<file path="src/rtl/serial_rx.sv">
// 8N1 UART receiver: 2-flop synchronizer, start-bit glitch filter, LSB-first deserializer, FWFT byte FIFO.
// Latency: valid_o rises about 2 + (CLKS_PER_BIT-1)/2 + 1 + 9*CLKS_PER_BIT + 1 clocks after the falling start edge.
// Backpressure: bytes wait in the FIFO while ready_in is low; a good byte arriving at a full FIFO is dropped and flagged on overrun_o.
module serial_rx #(
    parameter int CLKS_PER_BIT = 9,
    parameter int FIFO_AW      = 2
) (
    input  logic       clk_in,
    input  logic       rst_n_in,
    input  logic       rxd_in,
    output logic [7:0] data_o,
    output logic       valid_o,
    input  logic       ready_in,
    output logic       frame_err_o,
    output logic       overrun_o,
    output logic       busy_o
);

    localparam int CW    = $clog2(CLKS_PER_BIT);
    localparam int DEPTH = 1 << FIFO_AW;
    localparam logic [CW-1:0]    HALF    = CW'((CLKS_PER_BIT - 1) / 2);
    localparam logic [CW-1:0]    LAST    = CW'(CLKS_PER_BIT - 1);
    localparam logic [FIFO_AW:0] DEPTH_C = (FIFO_AW + 1)'(DEPTH);

    typedef enum logic [2:0] {
        IDLE,
        START,
        DATA,
        STOP,
        WAIT_HI
    } state_t;

    state_t        state, state_nxt;
    logic [CW-1:0] cnt, cnt_nxt;
    logic [2:0]    bitn, bitn_nxt;
    logic [7:0]    shreg, shreg_nxt;
    logic          ferr_nxt;
    logic          push_vld;

    logic          sync1, rxs;
    logic [1:0]    fill;
    logic          armed;

    logic [7:0]         mem [DEPTH];
    logic [FIFO_AW-1:0] wr_ptr, rd_ptr;
    logic [FIFO_AW:0]   count;
    logic               full, pop, push_rdy;
    logic               ferr_q, ovr_q;

    // Synchronize the line and arm only once a genuine high has passed through both
    // flops; the reset-value ones in the synchronizer must not count as a real idle line.
    always_ff @(posedge clk_in) begin
        if (!rst_n_in) begin
            sync1 <= 1'b1;
            rxs   <= 1'b1;
            fill  <= 2'b00;
            armed <= 1'b0;
        end else begin
            sync1 <= rxd_in;
            rxs   <= sync1;
            fill  <= {fill[0], 1'b1};
            armed <= armed | (rxs & fill[1]);
        end
    end

    // Receiver state register together with its bit timer, bit index and shift register.
    always_ff @(posedge clk_in) begin
        if (!rst_n_in) begin
            state  <= IDLE;
            cnt    <= '0;
            bitn   <= 3'd0;
            shreg  <= 8'h00;
            ferr_q <= 1'b0;
        end else begin
            state  <= state_nxt;
            cnt    <= cnt_nxt;
            bitn   <= bitn_nxt;
            shreg  <= shreg_nxt;
            ferr_q <= ferr_nxt;
        end
    end

    // Frame decoding: mid-start validation, one sample per bit period, stop-bit check.
    always_comb begin
        state_nxt = state;
        cnt_nxt   = cnt + 1'b1;
        bitn_nxt  = bitn;
        shreg_nxt = shreg;
        ferr_nxt  = 1'b0;
        push_vld  = 1'b0;
        case (state)
            IDLE: begin
                cnt_nxt = '0;
                if (armed && !rxs) begin
                    state_nxt = START;
                end
            end
            START: begin
                if (cnt == HALF) begin
                    cnt_nxt  = '0;
                    bitn_nxt = 3'd0;
                    state_nxt = rxs ? IDLE : DATA;
                end
            end
            DATA: begin
                if (cnt == LAST) begin
                    cnt_nxt         = '0;
                    shreg_nxt[bitn] = rxs;
                    if (bitn == 3'd7) begin
                        state_nxt = STOP;
                    end else begin
                        bitn_nxt = bitn + 1'b1;
                    end
                end
            end
            STOP: begin
                if (cnt == LAST) begin
                    cnt_nxt = '0;
                    if (rxs) begin
                        push_vld  = 1'b1;
                        state_nxt = IDLE;
                    end else begin
                        ferr_nxt  = 1'b1;
                        state_nxt = WAIT_HI;
                    end
                end
            end
            WAIT_HI: begin
                cnt_nxt = '0;
                if (rxs) begin
                    state_nxt = IDLE;
                end
            end
            default: begin
                cnt_nxt   = '0;
                state_nxt = IDLE;
            end
        endcase
    end

    assign valid_o  = (count != '0);
    assign full     = (count == DEPTH_C);
    assign pop      = valid_o & ready_in;
    assign push_rdy = ~full | pop;
    assign data_o   = mem[rd_ptr];

    // FIFO storage and pointers; a full FIFO still accepts a push when a pop frees a slot the same cycle.
    always_ff @(posedge clk_in) begin
        if (!rst_n_in) begin
            for (int i = 0; i < DEPTH; i++) begin
                mem[i] <= 8'h00;
            end
            wr_ptr <= '0;
            rd_ptr <= '0;
            count  <= '0;
            ovr_q  <= 1'b0;
        end else begin
            ovr_q <= push_vld & ~push_rdy;
            if (push_vld && push_rdy) begin
                mem[wr_ptr] <= shreg;
                wr_ptr      <= wr_ptr + 1'b1;
            end
            if (pop) begin
                rd_ptr <= rd_ptr + 1'b1;
            end
            if ((push_vld && push_rdy) && !pop) begin
                count <= count + 1'b1;
            end else if (!(push_vld && push_rdy) && pop) begin
                count <= count - 1'b1;
            end
        end
    end

    assign frame_err_o = ferr_q;
    assign overrun_o   = ovr_q;
    assign busy_o      = (state != IDLE);

endmodule

</file>
<file path="config.mk">
export PLATFORM = sky130hd
export DESIGN_NAME = serial_rx
export DESIGN_NICKNAME = d
export VERILOG_FILES = /design/src/rtl/serial_rx.sv
export SDC_FILE = /design/constraint.sdc
export NUM_CORES = 1
export LEC_CHECK = 0
export ABC_CLOCK_PERIOD_IN_PS = 2700
export CORE_UTILIZATION = 35
export DETAILED_ROUTE_END_ITERATION = 10
export PLACE_DENSITY = 0.57
export SYNTH_ARGS = -nofsm -noshare
export SYNTH_HDL_FRONTEND = slang
export SYNTH_SLANG_ARGS = --single-unit
</file>
<file path="constraint.sdc">
create_clock -name clk_in -period 2.7 [get_ports clk_in]
set_input_delay 0.405 -clock clk_in [delete_from_list [all_inputs] [get_ports clk_in]]
set_output_delay 0.405 -clock clk_in [all_outputs]
set_load 0.1 [all_outputs]
</file>
Word level (Yosys, flattened, before mapping)
Memory sizes are Yosys's and may differ from the RTL's. A register that Yosys moved wholly into a read port is not among the register bits.
Cells that the tools add are included.
{"block": "totals", "wordCells": 99, "n_memories": 1, "reg_bits": 32, "output_inout_bits": 12, "ram_bits": 32}
{"block": "op_classes", "n_eq_ne": 15, "n_bitwise": 7, "reduce_logical": 19, "muxes": 35, "add_sub_neg": 6, "magnitude_cmp": 2}
{"memory": "mem", "words": 4, "width": 8, "rd": 1, "rd_ports_with_merged_regs": 1, "wr": 4, "line": "44", "text": "logic [7:0] mem [DEPTH];"}
{"cell": "$mux 3", "count": 12}
{"cell": "$pmux 3 s5", "count": 1}
{"cell": "$ne 2x2->1 const B", "count": 7}
{"cell": "$mux 1", "count": 11}
{"cell": "$eq 3x3->1 const B", "count": 3}
{"cell": "$bwmux 8", "count": 1}
{"cell": "$mux 2", "count": 4}
{"cell": "$mux 4", "count": 2}
{"cell": "$mux 8", "count": 1}
{"cell": "$pmux 4 s2", "count": 1}
{"cell": "$reduce_or 8->1", "count": 1}
{"cell": "$add 3x1->3 const B", "count": 2}
{"cell": "$eq 3x2->1 const B", "count": 2}
{"cell": "$pmux 3 s2", "count": 1}
{"cell": "$reduce_and 6->1", "count": 1}
{"cell": "$reduce_bool 3->1", "count": 2}
{"cell": "$logic_and 1x1->1", "count": 5}
{"cell": "$add 2x1->2 const B", "count": 2}
{"cell": "$add 4x1->4 const B", "count": 1}
{"cell": "$eq 4x3->1 const B", "count": 1}
{"cell": "$eq 4x4->1 const B", "count": 1}
{"cell": "$lt 3x4->1 const B", "count": 1}
{"cell": "$reduce_and 4->1", "count": 1}
{"cell": "$reduce_bool 2->1", "count": 2}
{"cell": "12 further kinds", "count": 18}

Logic depth before layout (Yosys ltp)
{"block": "depth", "depth_word": 9, "depth_mapped": 12, "ltp_nobuf": 12}

Worst setup path after synthesis
OpenSTA, ideal clock, no wires.
{"block": "synth_timing", "path_kind": "register -> register", "from": "reg count[0]", "to": "reg count[2]", "path_stages_with_launch": 9, "arrival_ns": 2.598, "required_ns": 2.624, "synth_period_minus_slack_ns": 2.673, "setup_slack_ns": 0.027, "path_buffers": 0, "setup_ns": 0.076, "path_cell_list": "dfxtp_1 > or3_1 > nand2_1 > ha_1 > inv_1 > fa_1 > xor2_1 > or3_1 > a21boi_0"}
{"block": "synth_via", "elab_chain_len": 7}
{"element": "start, declared", "line": "46", "text": "logic [FIFO_AW:0] count;"}
{"element": "start signal, assigned", "line": "167", "text": "count <= count + 1'b1;"}
{"element": "start signal, assigned", "line": "169", "text": "count <= count - 1'b1;"}
{"element": "$reduce_bool 3->1 (*)", "line": "141", "text": "assign valid_o = (count != '0);"}
{"element": "via valid_o", "line": "12", "text": "output logic valid_o,"}
{"element": "$and 1x1->1 (*)", "line": "143", "text": "assign pop = valid_o & ready_in;"}
{"element": "$or 1x1->1", "line": "144", "text": "assign push_rdy = ~full | pop;"}
{"element": "$logic_and 1x1->1", "line": "166, 168"}
{"element": "$logic_not 1->1", "line": "168", "text": "end else if (!(push_vld && push_rdy) && pop) begin"}
{"element": "$logic_and 1x1->1", "line": "168"}
{"element": "$reduce_bool 2->1 (no line)"}
The timed path passes the listed nets; every way through them passes the cells marked *. The select of a mux whose other input is x is not followed.
A chain may end at the register's enable or synchronous reset.

Worst setup path in the final report
{"block": "layout_timing", "from": "reg cnt[0]", "to": "reg count[2]"}
{"block": "layout_via", "elab_chain_len": 7}
{"element": "start, declared", "line": "34", "text": "logic [CW-1:0] cnt, cnt_nxt;"}
{"element": "start signal, assigned", "line": "76", "text": "cnt <= cnt_nxt;"}
{"element": "$eq 4x4->1 (*)", "line": "117", "text": "if (cnt == LAST) begin"}
{"element": "$mux 1 (*)", "line": "117"}
{"element": "$mux 1 (*)", "line": "91", "text": "case (state)"}
{"element": "$logic_and 1x1->1 (*)", "line": "166, 168"}
{"element": "$logic_not 1->1", "line": "168"}
{"element": "$logic_and 1x1->1", "line": "168"}
{"element": "$reduce_bool 2->1 (no line)"}
Every way passes the cells marked *; elsewhere a longest branch is shown, timed or not.

==> out/qor.yml <==
outcome:
  outcome: "completed"
clock_network:
  cts_sinks: 66
  cts_inserted_buffers: 9
  cell_at_the_root_of_the_clock_tree: "sky130_fd_sc_hd__clkbuf_8"
  ctsResizeCount: 0
  postCtsSetupBuffers: 0
  clk_pin_slew_ns: 0.07
  htree_levels: 3
  tritoncts: "done"
  clock_latency_ns: 0.34
  clock_tree.buffer_depth: 2
  hold_buffers: 0
cells_and_area:
  drive_gt1_share_pct: 20.71
  finalInstanceArea_um2: 3520
  final_core_util_pct: 42.62
  mostFrequentLayoutCells: "sky130_fd_sc_hd__and2_1 (38), sky130_fd_sc_hd__dfxtp_1 (34), sky130_fd_sc_hd__edfxtp_1 (32)"
  most_common_cell_after_layout_fill_and_taps_aside: "sky130_fd_sc_hd__and2_1"
  layout.filler_cells: 769
  synthToLayoutAreaGrowth_pct: 17.21
  fin_nets: 285
  antenna_diode_count: 0
routing:
  vias_per_cell: 4.665
  route.vias.total: 1796
  routed_wl_um: 5156
  routedWlPerCell_um: 13.39
  postRouteAntennaNets: 0
  initialDrtViolationCount: 74
  remaining_drc_errors: 0
  drt-pass1-iter-count: 4
floorplanning:
  floorplan.core_area_um2: 8258
  die_width_um: 94.63
  die_height_um: 94.63
  placement_rows: 33
  boundaryPins: 16
  initial_utilization_pct: 36.36
  die-area_um2: 8954
yosys:
  yosys.area.top_type_share_pct: 32.00
  post_synth_inst_count: 248
  synth_area_leader_cell: "sky130_fd_sc_hd__edfxtp_1"
  ys_async_sr_fraction_pct: 0
  synth-edff-count: 32
  synth_ff_type: "sky130_fd_sc_hd__dfxtp_1"
  syn-mean-instance-area_um2: 12.11
  synth.lib_cells_used.distinct: 46
  synth_seq_area_share_pct: 54.67
  synth.yosys.warnings: 0
  ys_ff_latch: 66
  synth_fp_nets: 258
  synthesis.area_um2: 3003
  largest_cells_by_area_after_synthesis: "sky130_fd_sc_hd__edfxtp_1 (32%), sky130_fd_sc_hd__dfxtp_1 (23%), sky130_fd_sc_hd__and2_1 (7.9%), sky130_fd_sc_hd__mux4_2 (6.0%), sky130_fd_sc_hd__mux2i_1 (4.3%)"
power_and_ir_drop:
  powerDensity_nw_per_um2: 600.5
  power.leakage_nw: 1.319
  totalPowerFinal_mw: 2.113
  ir_drop_uv: 264.5
critical_path:
  start_kind: "flip-flop"
  cp.required_ns: 2.96
  worst_ep_arrival_time_ns: 2.72
  path_class: "reg2reg"
  crit_path_max_fanout: 5
  timing.critical_path.to_type: "flip-flop"
timing:
  rsz0062_at_grt: "no"
  hold_viol_final: 0
  final.setup_skew_ns: 0.01233
  tightest_slew_ns: 0.5958
  report.final.slew_viol_count: 0
  final_critical_path_setup_slack_ns: 0.2398
  period_share_pct: 91.12
  slew_headroom_pct: 59.97
  final_period_minus_worst_setup_slack_ns: 2.460
  totalNegativeSetupSlack_ns: 0
  report.final.setup_viol: 0
  maxClockFrequency_mhz: 406.5
grt:
  global_route.overflow_total: 0
  antenna_violations_before_repair: 0
  largest_net_degree_at_the_start_of_global_routing: 38
  grt_pass1_vias: 1781
  grt_pass1_wl_um: 8859
  grt_util_all_layers_pct: 13.42
place:
  dp_hpwl_um: 3569
  placement.setup.worst_slack_ns: -0.06192
  numPortBuffers: 15
  placer_s_final_routability_congestion_estimate: 0.6773
  postPlaceCellArea_um2: 3291
min_path:
  class_of_the_worst_hold_path: "reg2reg"
run:
  drv.max_cap_violation_count: 0
-- report_power, final --
part / leakage [nW] / total, mW / switching [mW] / internal, mW
sequential: 0.579 / 1.08 / 0.00926 / 1.07
clock: 0.114 / 0.922 / 0.394 / 0.527
combinational: 0.626 / 0.108 / 0.0773 / 0.0310
total: 1.32 / 2.11 / 0.481 / 1.63
-- Yosys cell counts, types with 5 or more instances --
cell type,n
sky130_fd_sc_hd__edfxtp_1,32
sky130_fd_sc_hd__ha_1,5
sky130_fd_sc_hd__nand3_1,10
sky130_fd_sc_hd__inv_1,7
sky130_fd_sc_hd__nor2_1,10
sky130_fd_sc_hd__nand2b_1,5
sky130_fd_sc_hd__nand2_1,21
sky130_fd_sc_hd__dfxtp_1,34
sky130_fd_sc_hd__mux4_2,8
sky130_fd_sc_hd__mux2i_1,13
sky130_fd_sc_hd__and2_1,38
-- worst paths after layout --
path | from | endpoint | slack [ns] | cells past startpoint
setup / recovery | cnt[0] | count[2] | 0.24 | 12
hold / removal | sync1 | rxs | 0.41 | 1
setup reg to reg | cnt[0] | count[2] | 0.24 | 12
hold reg to reg | sync1 | rxs | 0.41 | 1
-- cell families after synthesis --
group	synth area share (%)
adder cells (fa/ha/maj)	2.750
buffers and inverters	2.917
XOR/XNOR	1.750
AO/OA/AOI/OAI	3.125
multiplexers	10.33
flip-flops	54.67
AND/OR/NAND/NOR	24.46
-- cell type report --
| class | count | area [µm²] | share of cell area (%) |
|---|---|---|---|
| Clock inverter | 7 | 100.1 | 2.844 |
| Inverter | 7 | 26.28 | 0.7465 |
| Multi-Input combinational cell | 163 | 1279 | 36.33 |
| Timing Repair Buffer | 28 | 217.7 | 6.186 |
| Tap cell | 105 | 131.4 | 3.733 |
| Sequential cell | 66 | 1642 | 46.64 |
| Clock buffer | 9 | 123.9 | 3.519 |
-- critical path: stages, from the launching register on --
cell	delay [ns]
sky130_fd_sc_hd__dfxtp_1	0.34
sky130_fd_sc_hd__inv_1	0.06
sky130_fd_sc_hd__ha_1	0.24
sky130_fd_sc_hd__nand4b_2	0.18
sky130_fd_sc_hd__nor3_2	0.17
sky130_fd_sc_hd__nand2_1	0.09
sky130_fd_sc_hd__inv_1	0.10
sky130_fd_sc_hd__ha_1	0.18
sky130_fd_sc_hd__inv_1	0.06
sky130_fd_sc_hd__fa_1	0.37
sky130_fd_sc_hd__xor2_1	0.16
sky130_fd_sc_hd__or3_1	0.30
sky130_fd_sc_hd__a21boi_0	0.16
-- routing by layer --
layer  up-vias  routed length, µm  track usage, %
li1        927                  -               -
met1       834               2493           16.73
met2        31               2411           20.92
met3         4                198           4.831
met4         0                 52           5.682
met5         -                  0               0
-- state kept, by name (all words and copies together), names as in the netlist, 2 cells and up, named ones only --
register / count
count: 3
mem: 32
wr_ptr: 2
cnt: 4
state: 3
fill: 2
bitn: 3
rd_ptr: 2
shreg: 8
-- through the flow --
stage / instances / hold slack, ns
after floorplan: 248 / 0.3863
final: 385 / 0.4119
after global routing: 385 / 0.4197
after global placement: 369 / 0.3884
after detailed placement: 369 / 0.3952
after CTS: 385 / 0.4136
Note: power is estimated with default switching activity, not from simulation.
